--- config.mk ---
export PLATFORM = sky130hd
export DESIGN_NAME = div_unit_flat
export DESIGN_NICKNAME = d
export VERILOG_FILES = /design/src/rtl/div_unit_if.sv /design/src/rtl/div_unit.sv /design/src/flat_wrapper.sv
export SDC_FILE = /design/constraint.sdc
export NUM_CORES = 1
export LEC_CHECK = 0
export ABC_AREA = 1
export BUFFER_PORTS_ARGS = -buffer_cell sky130_fd_sc_hd__buf_2
export CORE_MARGIN = 1.5
export CORE_UTILIZATION = 60
export CTS_CLUSTER_SIZE = 14
export DETAILED_ROUTE_END_ITERATION = 16
export PLACE_DENSITY_LB_ADDON = 0.12
export SKIP_CTS_REPAIR_TIMING = 1
export SYNTH_ARGS = -nofsm -noshare
export SYNTH_HDL_FRONTEND = slang
export SYNTH_SLANG_ARGS = --single-unit
--- constraint.sdc ---
create_clock -name clk -period 4.8 [get_ports clk]
set_clock_uncertainty 0.2 [all_clocks]
set_input_delay 0.48 -clock clk [delete_from_list [all_inputs] [get_ports clk]]
set_output_delay 0.48 -clock clk [all_outputs]
set_load 0.02 [all_outputs]
--- src/rtl/div_unit_if.sv ---
// EX <-> divider handshake: operands and start/annul in, registered {remainder, quotient} and ready out.
interface div_unit_if #(
  parameter int unsigned DATA_W = 32
);
  logic                  signed_div_i;
  logic [DATA_W-1:0]     opdata1_i;
  logic [DATA_W-1:0]     opdata2_i;
  logic                  start_i;
  logic                  annul_i;
  logic [2*DATA_W-1:0]   result_o;
  logic                  ready_o;

  modport master (
    output signed_div_i, opdata1_i, opdata2_i, start_i, annul_i,
    input  result_o, ready_o
  );

  modport slave (
    input  signed_div_i, opdata1_i, opdata2_i, start_i, annul_i,
    output result_o, ready_o
  );
endinterface

--- src/rtl/div_unit.sv ---
// Multi-cycle radix-2 restoring divider for DIV/DIVU; result is {remainder, quotient},
// held in END until EX drops start_i.
module div_unit #(
  parameter int unsigned DATA_W = 32,
  parameter int unsigned CNT_W  = 6
) (
  input  logic       clk,
  input  logic       rst,
  div_unit_if.slave  bus
);

  typedef enum logic [1:0] {FREE, BYZERO, ON, END} state_t;

  state_t              state_q, state_next;
  logic [CNT_W-1:0]    cnt_q;
  logic [DATA_W-1:0]   dvd_q, dsr_q, rem_q, quo_q;
  logic                neg1_q, neg2_q;
  logic                ready_q;
  logic [2*DATA_W-1:0] result_q;

  logic                neg1, neg2;
  logic [DATA_W-1:0]   abs1, abs2;
  logic [DATA_W:0]     rem_sh;
  logic                fit;
  logic [DATA_W-1:0]   rem_next, quo_next, q_final, r_final;
  logic                last;

  // Operand conditioning at accept; 0x80000000 stays as-is and is treated as unsigned.
  always_comb begin
    neg1 = bus.signed_div_i & bus.opdata1_i[DATA_W-1];
    neg2 = bus.signed_div_i & bus.opdata2_i[DATA_W-1];
    abs1 = neg1 ? -bus.opdata1_i : bus.opdata1_i;
    abs2 = neg2 ? -bus.opdata2_i : bus.opdata2_i;
  end

  always_comb begin
    rem_sh   = {rem_q, dvd_q[DATA_W-1]};
    fit      = (rem_sh >= {1'b0, dsr_q});
    rem_next = fit ? (rem_sh[DATA_W-1:0] - dsr_q) : rem_sh[DATA_W-1:0];
    quo_next = {quo_q[DATA_W-2:0], fit};
    last     = (cnt_q == CNT_W'(DATA_W - 1));
    q_final  = (neg1_q ^ neg2_q) ? -quo_next : quo_next;
    r_final  = neg1_q ? -rem_next : rem_next;
  end

  always_comb begin
    state_next = state_q;
    unique case (state_q)
      FREE: begin
        if (bus.start_i && !bus.annul_i)
          state_next = (bus.opdata2_i == '0) ? BYZERO : ON;
      end
      BYZERO: state_next = bus.annul_i ? FREE : END;
      ON: begin
        if (bus.annul_i)  state_next = FREE;
        else if (last)    state_next = END;
      end
      END: begin
        if (bus.annul_i || !bus.start_i) state_next = FREE;
      end
      default: state_next = FREE;
    endcase
  end

  always_ff @(posedge clk) begin
    if (rst) begin
      state_q  <= FREE;
      cnt_q    <= '0;
      dvd_q    <= '0;
      dsr_q    <= '0;
      rem_q    <= '0;
      quo_q    <= '0;
      neg1_q   <= 1'b0;
      neg2_q   <= 1'b0;
      ready_q  <= 1'b0;
      result_q <= '0;
    end else begin
      state_q <= state_next;

      if (state_q == FREE && state_next == ON) begin
        dvd_q  <= abs1;
        dsr_q  <= abs2;
        rem_q  <= '0;
        quo_q  <= '0;
        cnt_q  <= '0;
        neg1_q <= neg1;
        neg2_q <= neg2;
      end else if (state_q == ON && state_next == ON) begin
        dvd_q <= {dvd_q[DATA_W-2:0], 1'b0};
        rem_q <= rem_next;
        quo_q <= quo_next;
        cnt_q <= cnt_q + 1'b1;
      end

      // A divide-by-zero spends one cycle in END before ready rises, giving ready after
      // the second edge; the ON path raises ready on the same edge it enters END.
      if (state_next != END) begin
        ready_q  <= 1'b0;
        result_q <= '0;
      end else if (state_q == ON) begin
        ready_q  <= 1'b1;
        result_q <= {r_final, q_final};
      end else if (state_q == END) begin
        ready_q  <= 1'b1;
      end
    end
  end

  assign bus.ready_o  = ready_q;
  assign bus.result_o = result_q;

endmodule

--- src/flat_wrapper.sv ---
// flat-port wrapper written by rule: the top's interface ports become plain ports
module div_unit_flat 
#(
  parameter int unsigned DATA_W = 32,
  parameter int unsigned CNT_W  = 6
)
  (clk, rst, bus_signed_div_i, bus_opdata1_i, bus_opdata2_i, bus_start_i, bus_annul_i, bus_result_o, bus_ready_o);
  div_unit_if #(.DATA_W(DATA_W)) bus_i ();
  input  logic clk;
  input  logic rst;
  input wire logic [$bits(bus_i.signed_div_i)-1:0] bus_signed_div_i;
  input wire logic [$bits(bus_i.opdata1_i)-1:0] bus_opdata1_i;
  input wire logic [$bits(bus_i.opdata2_i)-1:0] bus_opdata2_i;
  input wire logic [$bits(bus_i.start_i)-1:0] bus_start_i;
  input wire logic [$bits(bus_i.annul_i)-1:0] bus_annul_i;
  output wire logic [$bits(bus_i.result_o)-1:0] bus_result_o;
  output wire logic [$bits(bus_i.ready_o)-1:0] bus_ready_o;
  assign bus_i.signed_div_i = bus_signed_div_i;
  assign bus_i.opdata1_i = bus_opdata1_i;
  assign bus_i.opdata2_i = bus_opdata2_i;
  assign bus_i.start_i = bus_start_i;
  assign bus_i.annul_i = bus_annul_i;
  assign bus_result_o = bus_i.result_o;
  assign bus_ready_o = bus_i.ready_o;
  div_unit #(.DATA_W(DATA_W), .CNT_W(CNT_W)) u_core (.clk(clk), .rst(rst), .bus(bus_i));
endmodule
Word level (Yosys, flattened, before mapping)
Index checks and enable logic that the tools add are counted.
{"block": "classes", "n_reduce_logical": 12, "bitwise_logic": 3, "n_mux": 16, "add_sub_neg": 6, "magnitude_cmp": 1, "eq_ne": 6}
{"cell": "$mux 32", "count": 7}
{"cell": "$neg 32->32", "count": 4}
{"cell": "$ge 33x32->1", "count": 1}
{"cell": "$logic_not 32->1", "count": 1}
{"cell": "$sub 32x32->32", "count": 1}
{"cell": "$mux 2", "count": 6}
{"cell": "$pmux 2 s4", "count": 1}
{"cell": "$add 6x1->6 const B", "count": 1}
{"cell": "$eq 2x2->1 const B", "count": 3}
{"cell": "$eq 6x5->1 const B", "count": 1}
{"cell": "$reduce_bool 2->1", "count": 2}
{"cell": "$reduce_or 2->1", "count": 2}
{"cell": "$logic_and 1x1->1", "count": 3}
{"cell": "$and 1x1->1", "count": 2}
{"cell": "$eq 2x1->1 const B", "count": 1}
{"cell": "$logic_not 1->1", "count": 2}
{"cell": "$logic_not 2->1", "count": 1}
{"cell": "$mux 1", "count": 2}
{"cell": "$ne 2x2->1 const B", "count": 1}
{"cell": "$logic_or 1x1->1", "count": 1}
{"cell": "$xor 1x1->1", "count": 1}
{"block": "word_totals", "ff_bits": 202, "elab_cells": 54}

Depth between registers and ports, before layout
Gate-level depths: netlist of the first run.
{"block": "logic_depth", "depth_word": 8, "depth_mapped": 29, "depth_no_buf": 28}

Least setup slack after synthesis of the first run
OpenSTA, ideal clock, no wires.
{"block": "synth_timing", "path_type": "reg2reg", "start": "register u_core.dsr_q[24]", "end": "register u_core.result_q[30] (netlist: u_core.bus.result_o[30])", "path_stages_with_launch": 26, "t_arrival_ns": 3.582, "synth_period_minus_slack_ns": 3.853, "setup_time_ns": 0.070, "setup_slack_ns": 0.947, "path_cell_list": "dfxtp_1 -> inv_1 -> ha_1 -> a21oi_2 -> inv_1 -> nor2_2 -> a21oi_2 -> nor2_4 -> nand2_4 -> inv_1 -> buf_6 -> ha_1 -> inv_1 -> nor3_1 -> nand3_1 -> nor3_2 -> nand2_1 -> nor3_1 -> nand3_1 -> nand2_1 -> nand2_1 -> a21oi_1 -> o21ai_1 -> a21oi_1 -> o21ai_0 -> a21oi_1"}
{"block": "synth_via", "elab_chain_len": 3}
{"element": "start, declared", "line_no": "div_unit.sv:16", "rtl": "logic [DATA_W-1:0] dvd_q, dsr_q, rem_q, quo_q;"}
{"element": "start signal, assigned", "line_no": "div_unit.sv:82", "rtl": "dsr_q <= abs2;"}
{"element": "$ge 33x32->1", "line_no": "div_unit.sv:38", "rtl": "fit = (rem_sh >= {1'b0, dsr_q});"}
{"element": "$neg 32->32", "line_no": "div_unit.sv:42", "rtl": "q_final = (neg1_q ^ neg2_q) ? -quo_next : quo_next;"}
{"element": "$mux 32", "line_no": "div_unit.sv:42"}
{"element": "end signal, assigned", "line_no": "div_unit.sv:102", "rtl": "result_q <= {r_final, q_final};"}
{"element": "end, declared", "line_no": "div_unit.sv:19", "rtl": "logic [2*DATA_W-1:0] result_q;"}
Every way passes these cells.
A chain may end at the register's enable or synchronous reset.

Worst setup path in the final report of the first run
{"block": "layout_timing", "start": "register u_core.dsr_q[22]", "end": "register u_core.result_q[30] (netlist: u_core.bus.result_o[30])"}
Same word-level chain as after synthesis.

==> results of run 1 <==
[registers in the layout (all words and copies together) (netlist names), 2 cells and up]
signal and count:
u_core.cnt_q 6, u_core.dvd_q 32, u_core.state_q 2, u_core.quo_q 31, u_core.dsr_q 32, u_core.bus.result_o 64, u_core.rem_q 32
[power by group through the flow]
stage	Sequential, mW	Clock (mW)	Combinational, mW
2_1_floorplan	2.00	0	3.29
3_3_place_gp	2.01	0	4.37
3_5_place_dp	2.02	0	4.41
4_1_cts	1.98	1.98	4.43
5_1_grt	2.01	2.05	5.05
6_report	1.99	1.97	4.56
[kinds of logic after synthesis]
logic type | after synthesis
fa+ha+maj | 38
simple gates | 933
buf+inv | 352
compound gates | 473
xor+xnor | 77
flops | 202
[final cells by class]
type / instances / area (µm²) / share of cell area, %
clock buffers: 29 / 638 / 4.33
clock inverters: 13 / 213 / 1.44
well taps: 275 / 344 / 2.33
repair buffers: 151 / 801 / 5.43
inverters: 271 / 1020 / 6.90
flip-flops and latches: 202 / 4040 / 27.4
multi-input cells: 1521 / 7680 / 52.1
[routing by layer]
layer  global-route usage, %  wire, µm  up-vias
met3                    5.70      3450       73
met2                    57.2     18000      605
met5                       0         0        -
met4                    9.36       920        0
li1                        -         -     6943
met1                    47.6     17700     6450
[per-stage QoR]
| step | utilization (%) | instance area (µm²) | power (mW) |
|---|---|---|---|
| 2_1_floorplan | - | 13100 | 5.29 |
| 3_3_place_gp | 65.6 | 13900 | 6.38 |
| 3_5_place_dp | 65.6 | 13900 | 6.42 |
| 4_1_cts | 69.6 | 14700 | 8.40 |
| 5_1_grt | 69.7 | 14700 | 9.10 |
| 6_report | 69.7 | 14700 | 8.52 |
[placed cells by master (no fill, tap or decap), types with 10 or more instances in the layout]
cell type / count
a21oi_1: 212
a31oi_1: 19
buf_2: 133
buf_4: 18
clkbuf_16: 23
dfxtp_1: 202
ha_1: 37
inv_1: 267
nand2_1: 490
nand2_2: 10
nand3_1: 117
nand4_1: 16
nor2_1: 215
nor2_2: 11
nor3_1: 32
o21ai_0: 173
o21ai_1: 12
xnor2_1: 18
xor2_1: 59
[critical path, stage by stage (launching register included)]
cell and delay [ps]:
dfxtp_1 340, inv_1 50, ha_1 320, a21oi_1 260
nor2_1 80, nor2_2 180, a21oi_2 100, nor2_4 300
nand2_4 110, inv_1 90, ha_1 150, inv_1 50
nor3_1 230, nand3_1 190, nor3_2 210, nand2_1 110
nor3_1 230, nand3_1 160, nand2_1 130, nand2_1 150
a21oi_2 180, o21ai_1 110, a21oi_1 130, o21ai_0 100
a21oi_1 120
[worst min-delay path by stage]
stage | startpoint | end | slack [ps] | depth (start not counted)
6_report | bus_opdata1_i[0] | u_core.dvd_q[0]$_SDFFE_PP0P_ | 30 | 3
5_1_grt | bus_opdata1_i[0] | u_core.dvd_q[0]$_SDFFE_PP0P_ | 40 | 3
4_1_cts | bus_opdata1_i[0] | u_core.dvd_q[0]$_SDFFE_PP0P_ | 6 | 3
3_5_place_dp | u_core.bus.result_o[28]$_SDFFE_PP0P_ | u_core.bus.result_o[28]$_SDFFE_PP0P_ | 250 | 2
3_3_place_gp | u_core.bus.result_o[4]$_SDFFE_PP0P_ | u_core.bus.result_o[4]$_SDFFE_PP0P_ | 250 | 2
2_1_floorplan | u_core.neg2_q$_SDFFE_PP0P_ | u_core.neg2_q$_SDFFE_PP0P_ | 240 | 2
==> flow_summary.yaml, run 1 <==
outcome:
  status: "complete, no violations"
clocking:
  cts_tree: "done"
  clock_latency_ps: 530
  cts-htree-levels: 1
  cts_inserted_buffers: 23
  clk_pin_slew_ps: 60
  clockRootBuffer: "clkbuf_16"
  cts.sinks: 202
  clockBufferDepth: 3
placement:
  place.gp.congestion: 1.05
  place_inst: 2420
  dp_hpwl_mm: 30.1
  post-place-ws_ps: 468
  io_buffer_count: 133
pwr:
  seqPwrFrac_pct: 23.4
  p_leak_nw: 7.13
  p_comb_share_pct: 53.5
  clkPwrFrac_pct: 23.1
  p_per_area_nw_per_um2: 578
  vdd_ir_drop_max_uv: 277
  p_sw_mw: 4.12
  p_int_mw: 4.39
  switching_share_pct: 48.4
global_routing:
  grt_pass1_wl_mm: 63.2
  track_usage_pct: 35.0
  grt_pass1_vias: 12500
  grt_max_degree: 109
  antenna_found_initial: 0
  grt_overflow_total: 0
cells_and_area:
  drive_gt1_share_pct: 11.2
  instances_no_fill: 2462
  syn2layout_area_growth_pct: 12.9
  n_antenna_cell: 0
  fillers: 1901
  final_nets: 2277
logic_synthesis:
  synth.top_cell.area_share_pct: 31.0
  synth_area_leaders: "dfxtp_1 (31%), nand2_1 (14%), a21oi_1 (8.2%)"
  synthXorXnorAreaFrac_pct: 5.16
  yosysTopAreaCell: "dfxtp_1"
  ys_warn_count: 0
  synthMuxAreaShare_pct: 0
  ys_seq_elements: 202
  synth_top_family_by_area: "simple AND/OR/NAND/NOR gates"
  synth_compound_area_share_pct: 19.6
  synth_most_common_cell: "nand2_1"
  ys.flop_type: "dfxtp_1"
  synth_commonest_cells: "nand2_1 (490), inv_1 (267), nor2_1 (219)"
  yosys.area_share.simple_pct: 30.1
  async_reset_ff_share_pct: 0
  syn_area_um2: 13100
  synth-edff-count: 0
  synth_fp_nets: 2182
  syn_inst: 2075
  synthAdderAreaFrac_pct: 3.70
  yosysSeqAreaShare_pct: 31.0
  avgSynthCellArea_um2: 6.29
  synth_cell_type_count: 50
routing:
  drc: 0
  drtPass1Iterations: 7
  wirelength_mm: 40.1
  vias: 14100
  antenna_left: 0
  wl_per_cell_um: 16.3
  viasPerCell: 5.72
  drt_iter0_drc: 1214
critical_path:
  critPathKind: "reg2reg"
  critPathRequiredTime_ps: 5040
  critical_path_peak_fanout: 10
  cp.arrival_ps: 4610
  critPathCaptureType: "flop"
  reg2reg_depth: 24
  worst_setup_path_startpoint: "u_core.dsr_q[22]$_SDFFE_PP0P_"
  r2r_start: "u_core.dsr_q[22]$_SDFFE_PP0P_"
  startpoint_type: "flop"
  reg2reg_to: "u_core.bus.result_o[30]$_SDFFE_PP0P_"
  crit_path_end: "u_core.bus.result_o[30]$_SDFFE_PP0P_"
  ff2ff_setup_slack_ps: 430
die:
  start_util_pct: 61.7
  ios: 134
  die_y_um: 151
  core_region_area_um2: 21200
  die_w_um: 151
  dieArea_um2: 22700
  floorplan.rows: 53
sta:
  fin_crit_sh_pct: 91.0
  max_freq_ghz: 0.229
  finalSetupViolations: 0
  setup_slack_ps: 433
  holdWs_ps: 25.2
  maxSlewViolCount: 0
  maxSlewHeadroom_pct: 28.1
  worstMarginPinSlew_ps: 1080
  period_minus_slack_ps: 4370
  hold_viol: 0
  grt_setup_unrepaired: "no"
  fin_tns_setup_ps: 0
flow_run:
  cap_viol_max_count: 0
worst_hold_path:
  hold_path.class: "in2reg"
No activity file was read; power rests on OpenSTA's default activity.
==> inputs of run 2 (changes only) <==
Settings changed: ABC_AREA 1 to not set.
==> flow_summary.yaml, run 2 <==
global_routing:
  track_usage_pct: 31.5
  grt_max_degree: 99
  antenna_found_initial: 0
  grt_pass1_wl_mm: 56.4
  grt_pass1_vias: 10900
  grt_overflow_total: 0
placement:
  place.gp.congestion: 1.02
  io_buffer_count: 133
  dp_hpwl_mm: 25.6
outcome:
  status: "complete, no violations"
die:
  ios: 134
  dieArea_um2: 21800
  floorplan.rows: 52
  core_region_area_um2: 20400
  die_w_um: 148
  die_y_um: 148
  start_util_pct: 61.6
routing:
  drc: 0
  vias: 12300
  wl_per_cell_um: 17.4
  antenna_left: 0
  viasPerCell: 6.08
  drt_iter0_drc: 1113
  wirelength_mm: 35.0
  drtPass1Iterations: 7
logic_synthesis:
  synthMuxAreaShare_pct: 2.68
  synth_fp_nets: 1750
  synth_most_common_cell: "nand2_1"
  yosysTopAreaCell: "dfxtp_1"
  yosys.area_share.simple_pct: 23.0
  synth_top_family_by_area: "compound AO/OA/AOI/OAI gates"
  syn_area_um2: 12600
  ys_warn_count: 0
  synthAdderAreaFrac_pct: 3.84
  syn_inst: 1643
  yosysSeqAreaShare_pct: 32.1
  avgSynthCellArea_um2: 7.66
  synthXorXnorAreaFrac_pct: 9.05
  synth-edff-count: 0
  ys.flop_type: "dfxtp_1"
  ys_seq_elements: 202
  synth_compound_area_share_pct: 24.1
  synth_commonest_cells: "nand2_1 (206), dfxtp_1 (202), nor2_1 (192)"
  synth_area_leaders: "dfxtp_1 (32%), a21oi_1 (6.6%), nand2_1 (6.1%)"
  synth.top_cell.area_share_pct: 32.1
  async_reset_ff_share_pct: 0
  synth_cell_type_count: 92
sta:
  fin_crit_sh_pct: 96.9
  finalSetupViolations: 0
  worstMarginPinSlew_ps: 1120
  maxSlewHeadroom_pct: 25.3
  max_freq_ghz: 0.215
  hold_viol: 0
  maxSlewViolCount: 0
  period_minus_slack_ps: 4650
  holdWs_ps: 43.6
  grt_setup_unrepaired: "yes"
critical_path:
  critPathCaptureType: "flop"
  critical_path_peak_fanout: 6
  critPathKind: "reg2reg"
  ff2ff_setup_slack_ps: 150
  startpoint_type: "flop"
  cp.arrival_ps: 4900
  critPathRequiredTime_ps: 5050
cells_and_area:
  n_antenna_cell: 0
  largest_reg_flops: 64
  syn2layout_area_growth_pct: 12.7
  final_common_cell: "nand2_1"
  fillers: 1750
  final_nets: 1836
  final_cell_mix: "nand2_1 (205), dfxtp_1 (202), nor2_1 (191), a21oi_1 (163), buf_2 (133)"
  drive_gt1_share_pct: 14.3
  final_util_pct: 69.4
clocking:
  clock_latency_ps: 540
  cts_tree: "done"
  cts.sinks: 202
  clockRootBuffer: "clkbuf_16"
  clockBufferDepth: 3
  clk_pin_slew_ps: 70
  cts_inserted_buffers: 23
  cts-htree-levels: 1
pwr:
  vdd_ir_drop_max_uv: 285
  p_leak_nw: 5.49
  p_per_area_nw_per_um2: 332
flow_run:
  cap_viol_max_count: 0
worst_hold_path:
  hold_path.class: "in2reg"
run 2: cell types whose count changed after synthesis, moves of 21 or more:
cell      before  now
nand3_1      117   41
a22oi_1        5   27
o21ai_0      173   49
mux2i_1        0   28
nor2_1       219  192
buf_2          5   32
a21oi_1      214  165
inv_1        267   53
or3_1          0   21
xnor2_1       18   61
nand2_1      490  206
a211oi_1       2   79
run 2: cell families after synthesis:
logic type      count (synthesis)
compound gates                467
flops                         202
mux                            33
simple gates                  614
fa+ha+maj                      38
buf+inv                       159
xor+xnor                      130
run 2: cell type report:
cell class | count | area, µm² | share of cell area (%)
inverters | 54 | 203 | 1.43
well taps | 270 | 338 | 2.38
repair buffers | 166 | 913 | 6.44
clock inverters | 12 | 92.6 | 0.653
flip-flops and latches | 202 | 4040 | 28.5
multi-input cells | 1282 | 7960 | 56.1
clock buffers | 30 | 632 | 4.46
run 2: through the flow:
step	worst slack, ps	power, mW	cell area (µm²)	setup TNS [ps]	cells
CTS	96.5	4.69	14100	0	2016
floorplan	0.280	2.67	12600	0	1643
global route	-100	4.91	14200	-100	2016
detailed placement	95.8	3.00	13400	0	1974
finish	150	4.70	14200	0	2016
global placement	230	2.99	13400	0	1974
run 2: worst paths after layout:
kind,end,start,cells after the start
worst max-delay path,u_core.bus.result_o[54]$_SDFFE_PP0P_,u_core.dsr_q[16]$_SDFFE_PP0P_,17
worst min register to register,u_core.bus.result_o[21]$_SDFFE_PP0P_,u_core.bus.result_o[21]$_SDFFE_PP0P_,2
worst max register to register,u_core.bus.result_o[54]$_SDFFE_PP0P_,u_core.dsr_q[16]$_SDFFE_PP0P_,17
worst min-delay path,u_core.state_q[0]$_SDFF_PP0_,bus_start_i,3
run 2: layer usage:
metal / track usage, % / vias to the layer above / share of wire (%) / wire (µm)
met2: 47.1 / 487 / 43 / 15000
met4: 6.30 / 0 / 1.3 / 466
met3: 5.19 / 50 / 8.0 / 2810
met1: 47.5 / 5630 / 48 / 16800
met5: 0 / - / 0 / 0
li1: - / 6090 / - / -
run 2: worst max-delay path, stage by stage (launching register included):
cell	delay [ps]
dfxtp_1	340
inv_1	60
ha_1	350
nand2_1	150
nor3_4	310
nand4_1	190
nand4_4	200
nand4_4	150
nand2_2	190
mux2i_2	290
ha_2	270
nand3b_1	150
or3_1	400
nor3_2	130
a41oi_2	90
or4_1	520
or4_1	420
a31oi_1	160
run 2: report_power, final:
group          internal [mW]  switching [mW]
clock network          0.944           0.751
registers               1.72          0.0324
logic                  0.447           0.806
==> inputs of run 3 (changes only) <==
Settings changed: CORE_MARGIN 1.5 to 2.
==> flow_summary.yaml, run 3 (synthesis results as in run 2) <==
global_routing:
  track_usage_pct: 30.5
  grt_pass1_wl_mm: 55.9
  grt_max_degree: 99
  grt_pass1_vias: 10900
  antenna_found_initial: 0
  grt_overflow_total: 0
routing:
  antenna_left: 0
  drc: 0
  drt_iter0_drc: 1106
  wl_per_cell_um: 17.1
  drtPass1Iterations: 5
  wirelength_mm: 34.5
  viasPerCell: 6.06
  vias: 12200
critical_path:
  critPathCaptureType: "flop"
  ff2ff_setup_slack_ps: 200
  critPathMaxStageDelay_ps: 470
  critPathRequiredTime_ps: 5040
  critical_path_peak_fanout: 10
  cp.arrival_ps: 4830
  crit_slowest_cell: "or4_4"
  startpoint_type: "flop"
  path_cells: "ha_2 -> nand2_1 -> nor3_4 -> nand4_1 -> nand4_4 -> nand4_4 -> nand2_8 -> mux2i_4 -> ha_2 -> nand3b_1 -> or3_1 -> nor3_2 -> a41oi_2 -> or4_4 -> or4_1 -> a31oi_1"
  critPathKind: "reg2reg"
pwr:
  p_sw_mw: 1.56
  p_comb_share_pct: 26.0
  switching_share_pct: 32.3
  clkPwrFrac_pct: 37.8
  p_int_mw: 3.28
  p_per_area_nw_per_um2: 339
  p_leak_nw: 5.53
  seqPwrFrac_pct: 36.2
  vdd_ir_drop_max_uv: 205
die:
  die_y_um: 149
  core_region_area_um2: 20400
  start_util_pct: 61.6
  dieArea_um2: 22100
  floorplan.rows: 52
  ios: 134
  die_w_um: 149
placement:
  place.gp.congestion: 1.04
  dp_hpwl_mm: 24.9
  io_buffer_count: 133
cells_and_area:
  largest_reg_flops: 64
  final_common_cell: "nand2_1"
  final_nets: 1835
  drive_gt1_share_pct: 14.6
  n_antenna_cell: 0
  syn2layout_area_growth_pct: 13.6
  final_util_pct: 70.0
  final_cell_mix: "nand2_1 (205), dfxtp_1 (202), nor2_1 (189), a21oi_1 (165), buf_2 (133)"
clocking:
  cts_tree: "done"
  clockBufferDepth: 3
  clk_pin_slew_ps: 60
  cts.sinks: 202
  cts-htree-levels: 1
  clock_latency_ps: 520
  clockRootBuffer: "clkbuf_16"
  cts_inserted_buffers: 23
sta:
  maxSlewViolCount: 0
  maxSlewHeadroom_pct: 23.0
  hold_viol: 0
  fin_tns_setup_ps: 0
  max_freq_ghz: 0.217
  fin_crit_sh_pct: 95.8
  finalSetupViolations: 0
  period_minus_slack_ps: 4600
  worstMarginPinSlew_ps: 1150
outcome:
  status: "complete, no violations"
flow_run:
  cap_viol_max_count: 0
worst_hold_path:
  hold_path.class: "in2reg"
## run 3: cell type report
cell class	count	area, µm²
clock buffer	33	683
inverter	54	203
timing repair buffer	165	918
tap	270	338
fill	1742	6140
clock inverter	9	116
multi-input combinational	1282	7990
sequential	202	4040
## run 3: stage by stage
| stage | instance area (µm²) | setup slack [ps] | cells | hold slack [ps] | power, mW |
|---|---|---|---|---|---|
| 2_1_floorplan | 12600 | 0.280 | 1643 | 232 | 2.67 |
| 6_report | 14300 | 202 | 2015 | 52.9 | 4.84 |
| 5_1_grt | 14300 | -18.6 | 2015 | 72.0 | 5.05 |
| 3_3_place_gp | 13400 | 263 | 1972 | 237 | 2.98 |
| 4_1_cts | 14200 | 65.0 | 2014 | 38.0 | 4.81 |
| 3_5_place_dp | 13400 | 65.5 | 1972 | 243 | 2.99 |
## run 3: final timing paths
| check | endpoint | start | cells past startpoint |
|---|---|---|---|
| hold reg to reg | u_core.bus.result_o[21]$_SDFFE_PP0P_ | u_core.bus.result_o[21]$_SDFFE_PP0P_ | 2 |
| setup / recovery | u_core.bus.result_o[54]$_SDFFE_PP0P_ | u_core.rem_q[13]$_SDFFE_PP0P_ | 16 |
| hold / removal | u_core.dsr_q[1]$_SDFFE_PP0P_ | bus_opdata2_i[1] | 3 |
| setup reg to reg | u_core.bus.result_o[54]$_SDFFE_PP0P_ | u_core.rem_q[13]$_SDFFE_PP0P_ | 16 |
## run 3: layer usage
metal,track usage (%),part of all wire [%]
met1,46.5,48
met2,45.7,43
met3,4.62,8.3
met4,6.19,1.5
met5,0,0
## run 3: power groups by stage
stage | clock (mW) | combinational, mW | sequential, mW
after floorplan | 0 | 0.892 | 1.78
after global placement | 0 | 1.19 | 1.79
after detailed placement | 0 | 1.20 | 1.79
after CTS | 1.85 | 1.21 | 1.75
after global routing | 1.92 | 1.37 | 1.76
final | 1.83 | 1.26 | 1.75
## run 3: worst max-delay path: cells and delay by family (launching register included)
kind                       cells  cell delay [ps]
muxes                          1              270
adders and majority gates      2              680
DFF                            1              370
and+or+nand+nor               11             2730
AOI/OAI and AO/OA              2              250
